`config.mk`:
```
export PLATFORM = sky130hd
export DESIGN_NAME = wram_arbiter_flat
export DESIGN_NICKNAME = d
export VERILOG_FILES = /design/src/rtl/wram_arbiter_if.sv /design/src/rtl/wram_arbiter.sv /design/src/flat_wrapper.sv
export SDC_FILE = /design/constraint.sdc
export NUM_CORES = 1
export LEC_CHECK = 0
export ABC_CLOCK_PERIOD_IN_PS = 2500
export BUFFER_PORTS_ARGS = -buffer_cell sky130_fd_sc_hd__buf_2
export CAP_MARGIN = 30
export CORE_MARGIN = 5
export CORE_UTILIZATION = 40
export CTS_CLUSTER_DIAMETER = 40
export DETAILED_ROUTE_END_ITERATION = 12
export PLACE_DENSITY = 0.65
export SLEW_MARGIN = 30
export SYNTH_ARGS = -nofsm -noshare
export SYNTH_HDL_FRONTEND = slang
export SYNTH_SLANG_ARGS = --single-unit
```
`constraint.sdc`:
```
create_clock -name clk -period 2.5 [get_ports clk]
set_input_delay 0.25 -clock clk [delete_from_list [all_inputs] [get_ports clk]]
set_output_delay 0.25 -clock clk [all_outputs]
set_load 0.02 [all_outputs]
```
`src/rtl/wram_arbiter_if.sv`:
```
// wram_arbiter_if
//   Bundles the client-side signals of the work-RAM arbiter: the CPU bus,
//   the OAM-DMA control pins and the OAM write port.
//   master : CPU / DMA-control side (drives requests, receives responses)
//   slave  : the arbiter itself
//
// Handshake semantics: cpu_req is held high with stable cpu_we/addr/wdata
// until a cycle in which cpu_gnt=1; that cycle is the access. A granted
// read returns cpu_rvalid=1 with cpu_rdata exactly one cycle later, with no
// backpressure. dma_start is a single-cycle pulse honoured only while
// dma_busy=0. oam_wr_valid is a one-cycle strobe with no ready; the OAM
// always accepts.
interface wram_arbiter_if #(
  parameter int ADDR_WIDTH = 13,
  parameter int DATA_WIDTH = 8
);
  logic                  cpu_req;
  logic                  cpu_we;
  logic [ADDR_WIDTH-1:0] cpu_addr;
  logic [DATA_WIDTH-1:0] cpu_wdata;
  logic                  cpu_gnt;
  logic                  cpu_rvalid;
  logic [DATA_WIDTH-1:0] cpu_rdata;
  logic                  dma_start;
  logic [ADDR_WIDTH-1:0] dma_src_base;
  logic                  dma_busy;
  logic                  dma_done;
  logic                  oam_wr_valid;
  logic [7:0]            oam_wr_addr;
  logic [DATA_WIDTH-1:0] oam_wr_data;

  modport master (
    output cpu_req, cpu_we, cpu_addr, cpu_wdata, dma_start, dma_src_base,
    input  cpu_gnt, cpu_rvalid, cpu_rdata, dma_busy, dma_done,
           oam_wr_valid, oam_wr_addr, oam_wr_data
  );

  modport slave (
    input  cpu_req, cpu_we, cpu_addr, cpu_wdata, dma_start, dma_src_base,
    output cpu_gnt, cpu_rvalid, cpu_rdata, dma_busy, dma_done,
           oam_wr_valid, oam_wr_addr, oam_wr_data
  );
endinterface

```
`src/rtl/wram_arbiter.sv`:
```
// wram_arbiter
//   Owns the single port of the work-RAM macro (registered read, one-cycle
//   latency) and shares it between the CPU bus and an OAM-DMA sequencer
//   that copies DMA_BURST bytes from work RAM to the OAM write port.
//   The CPU wins the slot, except that after STARVE_LIMIT consecutive CPU
//   grants with a DMA read pending the DMA takes the slot.
// Ports:
//   clk, rst_n      : clock, asynchronous active-low reset
//   bus (slave)     : CPU bus, DMA control and OAM write port
//   ram_*           : pins of the RAM macro (write = ce1 & ce2)
//   dbg_state       : current sequencer state (0 IDLE, 1 RUN, 2 DRAIN)
module wram_arbiter #(
  parameter int ADDR_WIDTH   = 13,
  parameter int DATA_WIDTH   = 8,
  parameter int DMA_BURST    = 160,
  parameter int STARVE_LIMIT = 4
) (
  input  logic                  clk,
  input  logic                  rst_n,
  wram_arbiter_if.slave         bus,
  output logic [ADDR_WIDTH-1:0] ram_addr,
  output logic [DATA_WIDTH-1:0] ram_wdata,
  output logic                  ram_ce1,
  output logic                  ram_ce2,
  output logic                  ram_oe,
  input  logic [DATA_WIDTH-1:0] ram_rdata,
  output logic [1:0]            dbg_state
);

  localparam int SW = $clog2(STARVE_LIMIT + 1);
  localparam logic [SW-1:0] STARVE_MAX = SW'(STARVE_LIMIT);
  localparam logic [7:0]    IDX_LAST   = 8'(DMA_BURST - 1);

  typedef enum logic [1:0] {
    S_IDLE  = 2'd0,
    S_RUN   = 2'd1,
    S_DRAIN = 2'd2
  } state_e;

  state_e                state_q, state_d;
  logic [ADDR_WIDTH-1:0] base_q, base_d;
  logic [7:0]            idx_q, idx_d;
  logic [SW-1:0]         starve_q, starve_d;
  logic                  ram_oe_q, ram_oe_d;
  logic                  cpu_rvalid_q, cpu_rvalid_d;
  logic                  oam_valid_q, oam_valid_d;
  logic [7:0]            oam_idx_q, oam_idx_d;
  logic [ADDR_WIDTH-1:0] ram_addr_q, ram_addr_d;

  logic                  dma_pending;
  logic                  cpu_win;
  logic                  cpu_slot;
  logic                  dma_slot;
  logic [ADDR_WIDTH-1:0] dma_addr;
  logic                  dma_done_c;

  // Slot ownership. Grants are masked while rst_n is low so every output
  // drops to zero the moment reset is asserted, not at the next edge.
  always_comb begin
    dma_pending = (state_q == S_RUN);
    cpu_win     = bus.cpu_req && !(dma_pending && (starve_q == STARVE_MAX));
    cpu_slot    = rst_n && cpu_win;
    dma_slot    = rst_n && dma_pending && !cpu_win;
    dma_addr    = base_q + ADDR_WIDTH'(idx_q);   // wraps modulo 2^ADDR_WIDTH
  end

  // Starvation counter: counts CPU grants that pushed a pending DMA read back.
  always_comb begin
    starve_d = starve_q;
    if (!dma_pending || dma_slot) begin
      starve_d = '0;
    end else if (cpu_slot && (starve_q != STARVE_MAX)) begin
      starve_d = starve_q + 1'b1;
    end
  end

  // Sequencer next state.
  always_comb begin
    state_d    = state_q;
    base_d     = base_q;
    idx_d      = idx_q;
    dma_done_c = 1'b0;
    case (state_q)
      S_IDLE: begin
        if (bus.dma_start) begin
          base_d  = bus.dma_src_base;
          idx_d   = '0;
          state_d = S_RUN;
        end
      end
      S_RUN: begin
        if (dma_slot) begin
          idx_d = idx_q + 8'd1;
          if (idx_q == IDX_LAST) state_d = S_DRAIN;
        end
      end
      S_DRAIN: begin
        // The last byte's read data is on ram_rdata in this cycle.
        dma_done_c = 1'b1;
        state_d    = S_IDLE;
      end
      default: state_d = S_IDLE;
    endcase
  end

  // RAM port drive and read-return bookkeeping.
  always_comb begin
    ram_ce1  = cpu_slot || dma_slot;
    ram_ce2  = cpu_slot && bus.cpu_we;
    ram_wdata = ram_ce2 ? bus.cpu_wdata : '0;
    if (cpu_slot)      ram_addr = bus.cpu_addr;
    else if (dma_slot) ram_addr = dma_addr;
    else               ram_addr = ram_addr_q;  // idle slot keeps the last address
    ram_addr_d   = ram_addr;
    cpu_rvalid_d = cpu_slot && !bus.cpu_we;
    oam_valid_d  = dma_slot;
    oam_idx_d    = dma_slot ? idx_q : oam_idx_q;
    ram_oe_d     = cpu_rvalid_d || dma_slot;
  end

  always_ff @(posedge clk or negedge rst_n) begin
    if (!rst_n) begin
      state_q      <= S_IDLE;
      base_q       <= '0;
      idx_q        <= '0;
      starve_q     <= '0;
      ram_oe_q     <= 1'b0;
      cpu_rvalid_q <= 1'b0;
      oam_valid_q  <= 1'b0;
      oam_idx_q    <= '0;
      ram_addr_q   <= '0;
    end else begin
      state_q      <= state_d;
      base_q       <= base_d;
      idx_q        <= idx_d;
      starve_q     <= starve_d;
      ram_oe_q     <= ram_oe_d;
      cpu_rvalid_q <= cpu_rvalid_d;
      oam_valid_q  <= oam_valid_d;
      oam_idx_q    <= oam_idx_d;
      ram_addr_q   <= ram_addr_d;
    end
  end

  assign ram_oe           = ram_oe_q;
  assign bus.cpu_gnt      = cpu_slot;
  assign bus.cpu_rvalid   = cpu_rvalid_q;
  assign bus.cpu_rdata    = cpu_rvalid_q ? ram_rdata : '0;
  assign bus.dma_busy     = (state_q != S_IDLE);
  assign bus.dma_done     = dma_done_c;
  assign bus.oam_wr_valid = oam_valid_q;
  assign bus.oam_wr_addr  = oam_idx_q;
  assign bus.oam_wr_data  = oam_valid_q ? ram_rdata : '0;
  assign dbg_state        = state_q;

endmodule

```
`src/flat_wrapper.sv`:
```
// flat-port wrapper written by rule: the top's interface ports become plain ports
module wram_arbiter_flat 
#(
  parameter int ADDR_WIDTH   = 13,
  parameter int DATA_WIDTH   = 8,
  parameter int DMA_BURST    = 160,
  parameter int STARVE_LIMIT = 4
)
  (clk, rst_n, ram_addr, ram_wdata, ram_ce1, ram_ce2, ram_oe, ram_rdata, dbg_state, bus_cpu_req, bus_cpu_we, bus_cpu_addr, bus_cpu_wdata, bus_dma_start, bus_dma_src_base, bus_cpu_gnt, bus_cpu_rvalid, bus_cpu_rdata, bus_dma_busy, bus_dma_done, bus_oam_wr_valid, bus_oam_wr_addr, bus_oam_wr_data);
  wram_arbiter_if #(.ADDR_WIDTH(ADDR_WIDTH), .DATA_WIDTH(DATA_WIDTH)) bus_i ();
  input  logic clk;
  input  logic rst_n;
  output logic [ADDR_WIDTH-1:0] ram_addr;
  output logic [DATA_WIDTH-1:0] ram_wdata;
  output logic ram_ce1;
  output logic ram_ce2;
  output logic ram_oe;
  input  logic [DATA_WIDTH-1:0] ram_rdata;
  output logic [1:0] dbg_state;
  input wire logic [$bits(bus_i.cpu_req)-1:0] bus_cpu_req;
  input wire logic [$bits(bus_i.cpu_we)-1:0] bus_cpu_we;
  input wire logic [$bits(bus_i.cpu_addr)-1:0] bus_cpu_addr;
  input wire logic [$bits(bus_i.cpu_wdata)-1:0] bus_cpu_wdata;
  input wire logic [$bits(bus_i.dma_start)-1:0] bus_dma_start;
  input wire logic [$bits(bus_i.dma_src_base)-1:0] bus_dma_src_base;
  output wire logic [$bits(bus_i.cpu_gnt)-1:0] bus_cpu_gnt;
  output wire logic [$bits(bus_i.cpu_rvalid)-1:0] bus_cpu_rvalid;
  output wire logic [$bits(bus_i.cpu_rdata)-1:0] bus_cpu_rdata;
  output wire logic [$bits(bus_i.dma_busy)-1:0] bus_dma_busy;
  output wire logic [$bits(bus_i.dma_done)-1:0] bus_dma_done;
  output wire logic [$bits(bus_i.oam_wr_valid)-1:0] bus_oam_wr_valid;
  output wire logic [$bits(bus_i.oam_wr_addr)-1:0] bus_oam_wr_addr;
  output wire logic [$bits(bus_i.oam_wr_data)-1:0] bus_oam_wr_data;
  assign bus_i.cpu_req = bus_cpu_req;
  assign bus_i.cpu_we = bus_cpu_we;
  assign bus_i.cpu_addr = bus_cpu_addr;
  assign bus_i.cpu_wdata = bus_cpu_wdata;
  assign bus_i.dma_start = bus_dma_start;
  assign bus_i.dma_src_base = bus_dma_src_base;
  assign bus_cpu_gnt = bus_i.cpu_gnt;
  assign bus_cpu_rvalid = bus_i.cpu_rvalid;
  assign bus_cpu_rdata = bus_i.cpu_rdata;
  assign bus_dma_busy = bus_i.dma_busy;
  assign bus_dma_done = bus_i.dma_done;
  assign bus_oam_wr_valid = bus_i.oam_wr_valid;
  assign bus_oam_wr_addr = bus_i.oam_wr_addr;
  assign bus_oam_wr_data = bus_i.oam_wr_data;
  wram_arbiter #(.ADDR_WIDTH(ADDR_WIDTH), .DATA_WIDTH(DATA_WIDTH), .DMA_BURST(DMA_BURST), .STARVE_LIMIT(STARVE_LIMIT)) u_core (.clk(clk), .rst_n(rst_n), .bus(bus_i), .ram_addr(ram_addr), .ram_wdata(ram_wdata), .ram_ce1(ram_ce1), .ram_ce2(ram_ce2), .ram_oe(ram_oe), .ram_rdata(ram_rdata), .dbg_state(dbg_state));
endmodule
```
After elaboration in Yosys (flattened, before gate mapping)

Index checks and enable logic that the tools add are counted.

Add/subtract/negate cells: 3
Equality and inequality tests: 8
Muxes and demuxes: 15
Reduce and logical (&&, ||, !) cells: 22

Operators by type and width:

| cell                | count |
|---|---|
| $mux 8              | 5 |
| $mux 13             | 2 |
| $pmux 8 s2          | 1 |
| $add 13x8->13       | 1 |
| $add 8x1->8 const B | 1 |
| $eq 8x8->1 const B  | 1 |
| $logic_and 1x1->1   | 8 |
| $mux 2              | 3 |
| $mux 3              | 2 |
| $ne 2x2->1 const B  | 3 |
| $reduce_and 3->1    | 2 |
| $reduce_bool 2->1   | 3 |
| $logic_not 1->1     | 4 |
| $pmux 2 s2          | 1 |
| $add 3x1->3 const B | 1 |
| $eq 3x3->1 const B  | 1 |
| $logic_or 1x1->1    | 3 |
| $ne 3x3->1 const B  | 1 |
| $eq 2x1->1 const B  | 1 |
| $eq 2x2->1 const B  | 1 |
| $logic_not 2->1     | 1 |
| $reduce_and 2->1    | 1 |
| $mux 1              | 1 |

Register bits after elaboration: 50
Bits of input ports: 47
Word-level logic and storage cells: 57

Longest topological paths before layout

Gate-level depths: netlist of run 1.

Word-level depth: 8
Gate-level depth with buffers: 9

Worst setup path after synthesis of run 1

Ideal clock, no wire load.

Path type: register to output
From: reg u_core.idx_q[0]
To: out ram_addr[8]
Arrival: 2212 ps
Setup slack: 38 ps
Cell stages (with the launch flop): 8
Buffers on the path: 0
Cells stage by stage: dfrtp_1 > ha_1 > fa_1 > a211o_1 > o211ai_4 > a21oi_1 > xnor2_1 > o21ai_0

Word-level cells in the longest chain between the ends: 3

Ends and longest elaborated chain:

| element                  | line                | source |
|---|---|---|
| start: declaration       | wram_arbiter.sv:42  | `logic [7:0] idx_q, idx_d;` |
| start signal: assignment | wram_arbiter.sv:135 | `idx_q <= idx_d;` |
| $add 13x8->13            | wram_arbiter.sv:64  | `dma_addr = base_q + ADDR_WIDTH'(idx_q);` |
| $mux 13                  | wram_arbiter.sv:112 | `else if (dma_slot) ram_addr = dma_addr;` |
| $mux 13                  | wram_arbiter.sv:111 | `if (cpu_slot) ram_addr = bus.cpu_addr;` |
| end: declaration         | flat_wrapper.sv:13  | `output logic [ADDR_WIDTH-1:0] ram_addr;` |

Every way passes these cells.

Worst setup path in the final report of run 1

From: reg u_core.base_q[0]
To: out ram_addr[12]

Word-level cells in the longest chain between the ends: 3

Ends and longest elaborated chain:

| element                  | line                | source |
|---|---|---|
| start: declaration       | wram_arbiter.sv:41  | `logic [ADDR_WIDTH-1:0] base_q, base_d;` |
| start signal: assignment | wram_arbiter.sv:134 | `base_q <= base_d;` |
| $add 13x8->13            | wram_arbiter.sv:64  |  |
| $mux 13                  | wram_arbiter.sv:112 |  |
| $mux 13                  | wram_arbiter.sv:111 |  |

Every way passes these cells.

==> results of run 1 <==
==> power breakdown <==
group          switching, uW  internal (uW)  leakage (uW)
combinational            573            490       0.00122
sequential               109            958      0.000633
clock                    254            214     0.0000431
total                    936           1660       0.00190
==> logic make-up (layout without fill, tap and decap cells) <==
group,count (synthesis),in the layout,synth area share [%]
flip-flops,50,50,46.0
buffers and inverters,16,142,3.13
adder cells (fa/ha/maj),12,12,5.79
multiplexers,14,14,5.75
AO/OA/AOI/OAI,54,54,14.8
AND/OR/NAND/NOR,114,114,20.4
XOR/XNOR,13,13,4.18
==> flip-flops by register name (all words and copies together), names as in the netlist <==
register / flops
u_core.bus.oam_wr_valid: 1
u_core.bus.cpu_rvalid: 1
u_core.starve_q: 3
u_core.ram_addr_q: 13
u_core.ram_oe: 1
u_core.base_q: 13
u_core.bus.oam_wr_addr: 8
u_core.dbg_state: 2
u_core.idx_q: 8
==> layer usage <==
layer | up-vias | part of all wire [%] | GRT usage [%]
li1 | 1205 | - | -
met1 | 1173 | 41 | 19.9
met5 | - | 0 | 0
met3 | 14 | 8.2 | 4.14
met2 | 93 | 49 | 28.9
met4 | 0 | 1.9 | 4.83
==> area by class of cell <==
cell class / instances / area (sq um) / share of cell area, %
repair buffers: 130 / 751 / 20.0
multi-input cells: 207 / 1550 / 41.1
inverters: 6 / 22.5 / 0.599
well taps: 80 / 100 / 2.66
flip-flops and latches: 50 / 1260 / 33.4
clock buffers: 6 / 82.6 / 2.20
==> cell usage after synthesis, drive strengths merged <==
| library cell | n | share of area, % |
|---|---|---|
| nor4 | 2 | 0.46 |
| nand2 | 42 | 5.8 |
| fa | 1 | 0.74 |
| clkbuf | 2 | 0.28 |
| or3 | 3 | 0.69 |
| a221o | 1 | 0.37 |
| buf | 8 | 2.0 |
| o31ai | 1 | 0.46 |
| nand3 | 5 | 1.1 |
| and2b | 1 | 0.28 |
| xnor2 | 8 | 2.6 |
| nand3b | 2 | 0.55 |
| and2 | 18 | 4.1 |
| ha | 11 | 5.1 |
| a2111oi | 1 | 0.55 |
| o21ai | 14 | 2.7 |
| and3 | 8 | 1.8 |
| inv | 6 | 0.83 |
| a22oi | 11 | 3.0 |
| nor2b | 4 | 0.92 |
| nor2 | 22 | 3.1 |
| o211ai | 3 | 1.3 |
| mux2 | 13 | 5.4 |
| o21bai | 1 | 0.41 |
| xor2 | 5 | 1.6 |
| or2 | 2 | 0.46 |
| a21oi | 8 | 1.5 |
| nand4 | 1 | 0.23 |
| a211o | 2 | 0.64 |
| a21o | 2 | 0.55 |
| a21bo | 1 | 0.37 |
| nor3 | 3 | 0.55 |
| a211oi | 3 | 0.83 |
| o21ba | 1 | 0.37 |
| nand2b | 1 | 0.23 |
| mux2i | 1 | 0.37 |
| a31oi | 3 | 1.2 |
| dfrtp | 50 | 46 |
| o22ai | 2 | 0.46 |
==> through the flow <==
| step | std cells | instance area, sq um |
|---|---|---|
| after floorplan | 273 | 2720 |
| after global placement | 454 | 3340 |
| after detailed placement | 454 | 3340 |
| final | 479 | 3760 |
| after CTS | 468 | 3590 |
| after global routing | 479 | 3760 |
==> critical path, delay by kind of cell (launching register included) <==
kind	cells	cell delay [ns]
AO/OA/AOI/OAI	4	0.78
adder cells (fa/ha/maj)	2	0.55
flip-flops	1	0.39
buffers and inverters	1	0.18
XOR/XNOR	1	0.15
==> worst min path at each step <==
stage                                    start            endpoint  slack [ns]  cells after the start
after floorplan                          rst_n    u_core.base_q[0]       -0.05                      0
after global placement                   rst_n  u_core.starve_q[1]        0.10                      1
after detailed placement                 rst_n  u_core.starve_q[1]        0.11                      1
after CTS                  bus_dma_src_base[8]    u_core.base_q[8]        0.17                      2
after global routing      bus_dma_src_base[12]   u_core.base_q[12]        0.17                      2
final                     bus_dma_src_base[12]   u_core.base_q[12]        0.18                      2
==> repair_timing <==
action	CTS	global route
buffers inserted	7	11
hold buffers	1	0
resized for setup	23	17
pin swaps	6	17
cloned	0	0
setup endpoints to repair	6	9
hold endpoints to repair	2	0
==> impl_metrics.tcl, run 1 <==
set metrics [dict create \
    core_sq_um 6720 \
    numPortBuffers 101 \
    failed_checks "negative setup slack" \
    dp_hpwl_um 5240 \
    leakagePower_uw 0.00190 \
    critPathMaxStageDelay_ns 0.39 \
    initial_core_util_pct 40.5 \
    clk-insertion-delay-late_ns 0.30 \
    hold_viol 0 \
    arrival_ns 2.35 \
    dieArea_sq_um 8550 \
    layout_commonest_cell "buf_2" \
    cts_root_buffer "clkbuf_8" \
    synth_seq_area_share_pct 46.0 \
    ys_warn_count 0 \
    relSlewSlack_pct 68.9 \
    via_per_inst 5.19 \
    netlist_area_sq_um 2720 \
    cap_violations 0 \
    cts_buffer_depth 2 \
    nets 459 \
    initialDrtViolationCount 91 \
    gp_congestion 0.914 \
    drt-pass1-iter-count 4 \
    syn-num-nets 332 \
    status "finished with violations" \
    drc 0 \
    antenna_cells 0 \
    worstSetupPathType "flop to output pin" \
    worst_hold_slack_ns 0.176 \
    r2r_start "u_core.base_q[0]" \
    mostFrequentLayoutCells "buf_2 (94), dfrtp_1 (46), nand2_1 (42)" \
    period_share_pct 104 \
    crit_chain "ha_2, fa_2, a211o_1, o211ai_4, a2111oi_4, xnor2_1, o21ai_1, buf_4" \
    clkTransAtPathRegs_ns 0.08 \
    setup_viol 4 \
    utilization_pct 55.9 \
    ant_nets 0 \
    layout_setup_ws_ns -0.104 \
    pin_count 102 \
    skew_ns 0.00722 \
    tns_ns -0.269 \
    crit_start "u_core.base_q[0]" \
    r2r-end "u_core.ram_addr_q[8]" \
    p_per_area_nw_per_um2 691 \
    grt_pass1_wl_um 11500 \
    num_vias 2485 \
    critPathCaptureType "output pin" \
    syn_area_per_cell_sq_um 9.97 \
    grt_setup_unrepaired "true" \
    grt.overflow.total 0 \
    ctsHtreeMaxLevel 2 \
    crit_path_top_delay_cell "dfrtp_1" \
    start_kind "flop" \
    netlist_instances 273 \
    tightestPinTransition_ns 0.463 \
    wl_um 7130 \
    drv_slew 0 \
    post_drt_wl_per_cell_um 14.9 \
    reg2reg_slack_ns 0.38 \
    hp-class "input pin to flop" \
    nFillCells 596 \
    worstPathMaxFanout 5 \
    period_minus_slack_ns 2.60 \
    grt_use_total_pct 16.5 \
    drive_above_1_share_pct 46.4 \
    die_w_um 92.5 \
    ir_drop_mv 0.320 \
    fp-row-count 30 \
    cp-endpoint "ram_addr[12]" \
    dp_slack_ns 0.131 \
    tritoncts "built" \
    ys_ff_latch 50 \
    area_growth_pct 38.1 \
    ys_types 48 \
    grt_pass1_vias 2403 \
    numCtsBuffers 5 \
    antenna_found_initial 0 \
    numClockSinks 50 \
    critPathRequiredTime_ns 2.25 \
    fmax_mhz 384 \
    p_total_uw 2600 \
    rr_worst_depth 9 \
    grt_max_degree 28 \
    fp.dieH_um 92.5 \
]
No activity file was read; power rests on OpenSTA's default activity.
==> inputs of run 2 (changes only) <==
--- a/config.mk
+++ b/config.mk
@@ -9,10 +9,10 @@
 export BUFFER_PORTS_ARGS = -buffer_cell sky130_fd_sc_hd__buf_2
 export CAP_MARGIN = 30
 export CORE_MARGIN = 5
-export CORE_UTILIZATION = 40
+export CORE_UTILIZATION = 49
 export CTS_CLUSTER_DIAMETER = 40
 export DETAILED_ROUTE_END_ITERATION = 12
-export PLACE_DENSITY = 0.65
+export PLACE_DENSITY = 0.78
 export SLEW_MARGIN = 30
 export SYNTH_ARGS = -nofsm -noshare
 export SYNTH_HDL_FRONTEND = slang
==> impl_metrics.tcl, run 2 (synthesis results as in run 1) <==
set metrics [dict create \
    status "finished with violations" \
    failed_checks "negative setup slack" \
    die_w_um 84.5 \
    cts_root_buffer "clkbuf_8" \
    cap_violations 0 \
    grt_pass1_vias 2438 \
    top_layer "met4" \
    grt_max_degree 38 \
    drv_slew 0 \
    numPortBuffers 101 \
    fp-row-count 27 \
    ant_nets 0 \
    critPathRequiredTime_ns 2.25 \
    worstPathMaxFanout 5 \
    rr_worst_depth 8 \
    ir_drop_mv 0.395 \
    critPathCaptureType "output pin" \
    worstSetupPathType "flop to output pin" \
    mostFrequentLayoutCells "buf_2 (93), dfrtp_1 (46), nand2_1 (42)" \
    cts_buffer_depth 2 \
    setup_viol 7 \
    hold_viol 0 \
    r2r_start "u_core.idx_q[0]" \
    initial_core_util_pct 50.0 \
    clkTransAtPathRegs_ns 0.09 \
    r2r-end "u_core.ram_addr_q[12]" \
    period_share_pct 106 \
    numCtsBuffers 5 \
    layout_setup_ws_ns -0.152 \
    dr_wl_met3_um 740 \
    initialDrtViolationCount 125 \
    via_per_inst 5.49 \
    drt-pass1-iter-count 4 \
    drc 0 \
    reg_top3 "u_core.base_q: 13 flops, u_core.ram_addr_q: 13 flops" \
    skew_ns 0.00782 \
    gp_congestion 0.939 \
    grt_use_total_pct 20.3 \
    area_growth_pct 37.9 \
    place_inst 445 \
    reg2reg_slack_ns 0.40 \
    cp-endpoint "ram_addr[10]" \
    wl_um 7870 \
    routedLengthMet1_um 3070 \
    nets 455 \
    clk-insertion-delay-late_ns 0.31 \
    leakagePower_uw 0.00191 \
    holdPathStages 2 \
    core_sq_um 5440 \
    ctsHtreeMaxLevel 2 \
    routed-wl-met2_um 3800 \
    fmax_mhz 377 \
    dp_hpwl_um 5390 \
    arrival_ns 2.40 \
    grt_setup_unrepaired "true" \
    numClockSinks 50 \
    post_dp_cell_area_sq_um 3320 \
    post_drt_wl_per_cell_um 16.8 \
    dieArea_sq_um 7140 \
    pin_count 102 \
    p_per_area_nw_per_um2 703 \
    num_vias 2573 \
    antenna_found_initial 0 \
    grt_pass1_wl_um 11800 \
    drive_above_1_share_pct 46.1 \
    tightestPinTransition_ns 0.478 \
    final_cells 469 \
    period_minus_slack_ns 2.65 \
    tritoncts "built" \
    antenna_cells 0 \
    tns_ns -0.546 \
    grt.overflow.total 0 \
    fp.dieH_um 84.5 \
    stdcell_area_sq_um 3750 \
    crit_start "u_core.idx_q[0]" \
    hp-class "input pin to flop" \
    start_kind "flop" \
    dp_slack_ns 0.0862 \
    layout_commonest_cell "buf_2" \
    relSlewSlack_pct 67.8 \
]
==> run 2: metrics by stage <==
stage	hold WS, ns	util [%]	total power [uW]
global route	0.160	69.0	2800
finish	0.172	69.0	2640
global placement	0.300	61.1	1870
floorplan	-0.0456	-	1600
detailed placement	0.299	61.1	1900
CTS	0.168	64.9	2460
==> run 2: cell type report <==
class                   count  area [sq um]
inverters                   6          22.5
clock buffers               7          86.3
flip-flops and latches     50          1260
well taps                  72          90.1
multi-input cells         207          1560
clock inverters             1          5.00
repair buffers            126           734
fillers                   385          1690
==> run 2: worst min-delay path by stage <==
stage                                   start                     to  slack (ns)
after global routing      bus_dma_src_base[5]       u_core.base_q[5]        0.16
after detailed placement                rst_n  u_core.bus.cpu_rvalid        0.30
after floorplan                         rst_n       u_core.base_q[0]       -0.05
final                     bus_dma_src_base[2]       u_core.base_q[2]        0.17
after CTS                 bus_dma_src_base[6]       u_core.base_q[6]        0.17
after global placement                  rst_n   u_core.ram_addr_q[2]        0.30
==> run 2: routing by layer <==
metal,vias up,GRT usage [%]
li1,1200,-
met1,1209,24.6
met3,24,5.59
met4,0,6.62
met2,140,34.9
met5,-,0
==> run 2: report_power, final <==
| part | switching (uW) | internal, uW | total, uW |
|---|---|---|---|
| registers | 121 | 958 | 1080 |
| logic | 589 | 479 | 1070 |
| clock network | 265 | 224 | 489 |
| total | 975 | 1660 | 2640 |
==> run 2: timing repair <==
action                     in CTS  in global routing
setup endpoints to repair      11                 10
pin swaps                       2                 12
hold endpoints to repair       20                  0
resized for setup              22                 29
setup buffers                   2                 13
hold buffers                    1                  0
==> run 2: worst max-delay path, stage by stage, from the launching register on <==
cell and delay [ns]:
dfrtp_1 0.40, ha_2 0.21, fa_2 0.35, a211o_1 0.30
o211ai_4 0.15, a211oi_2 0.14, xnor2_1 0.16, o21ai_1 0.21
buf_4 0.18
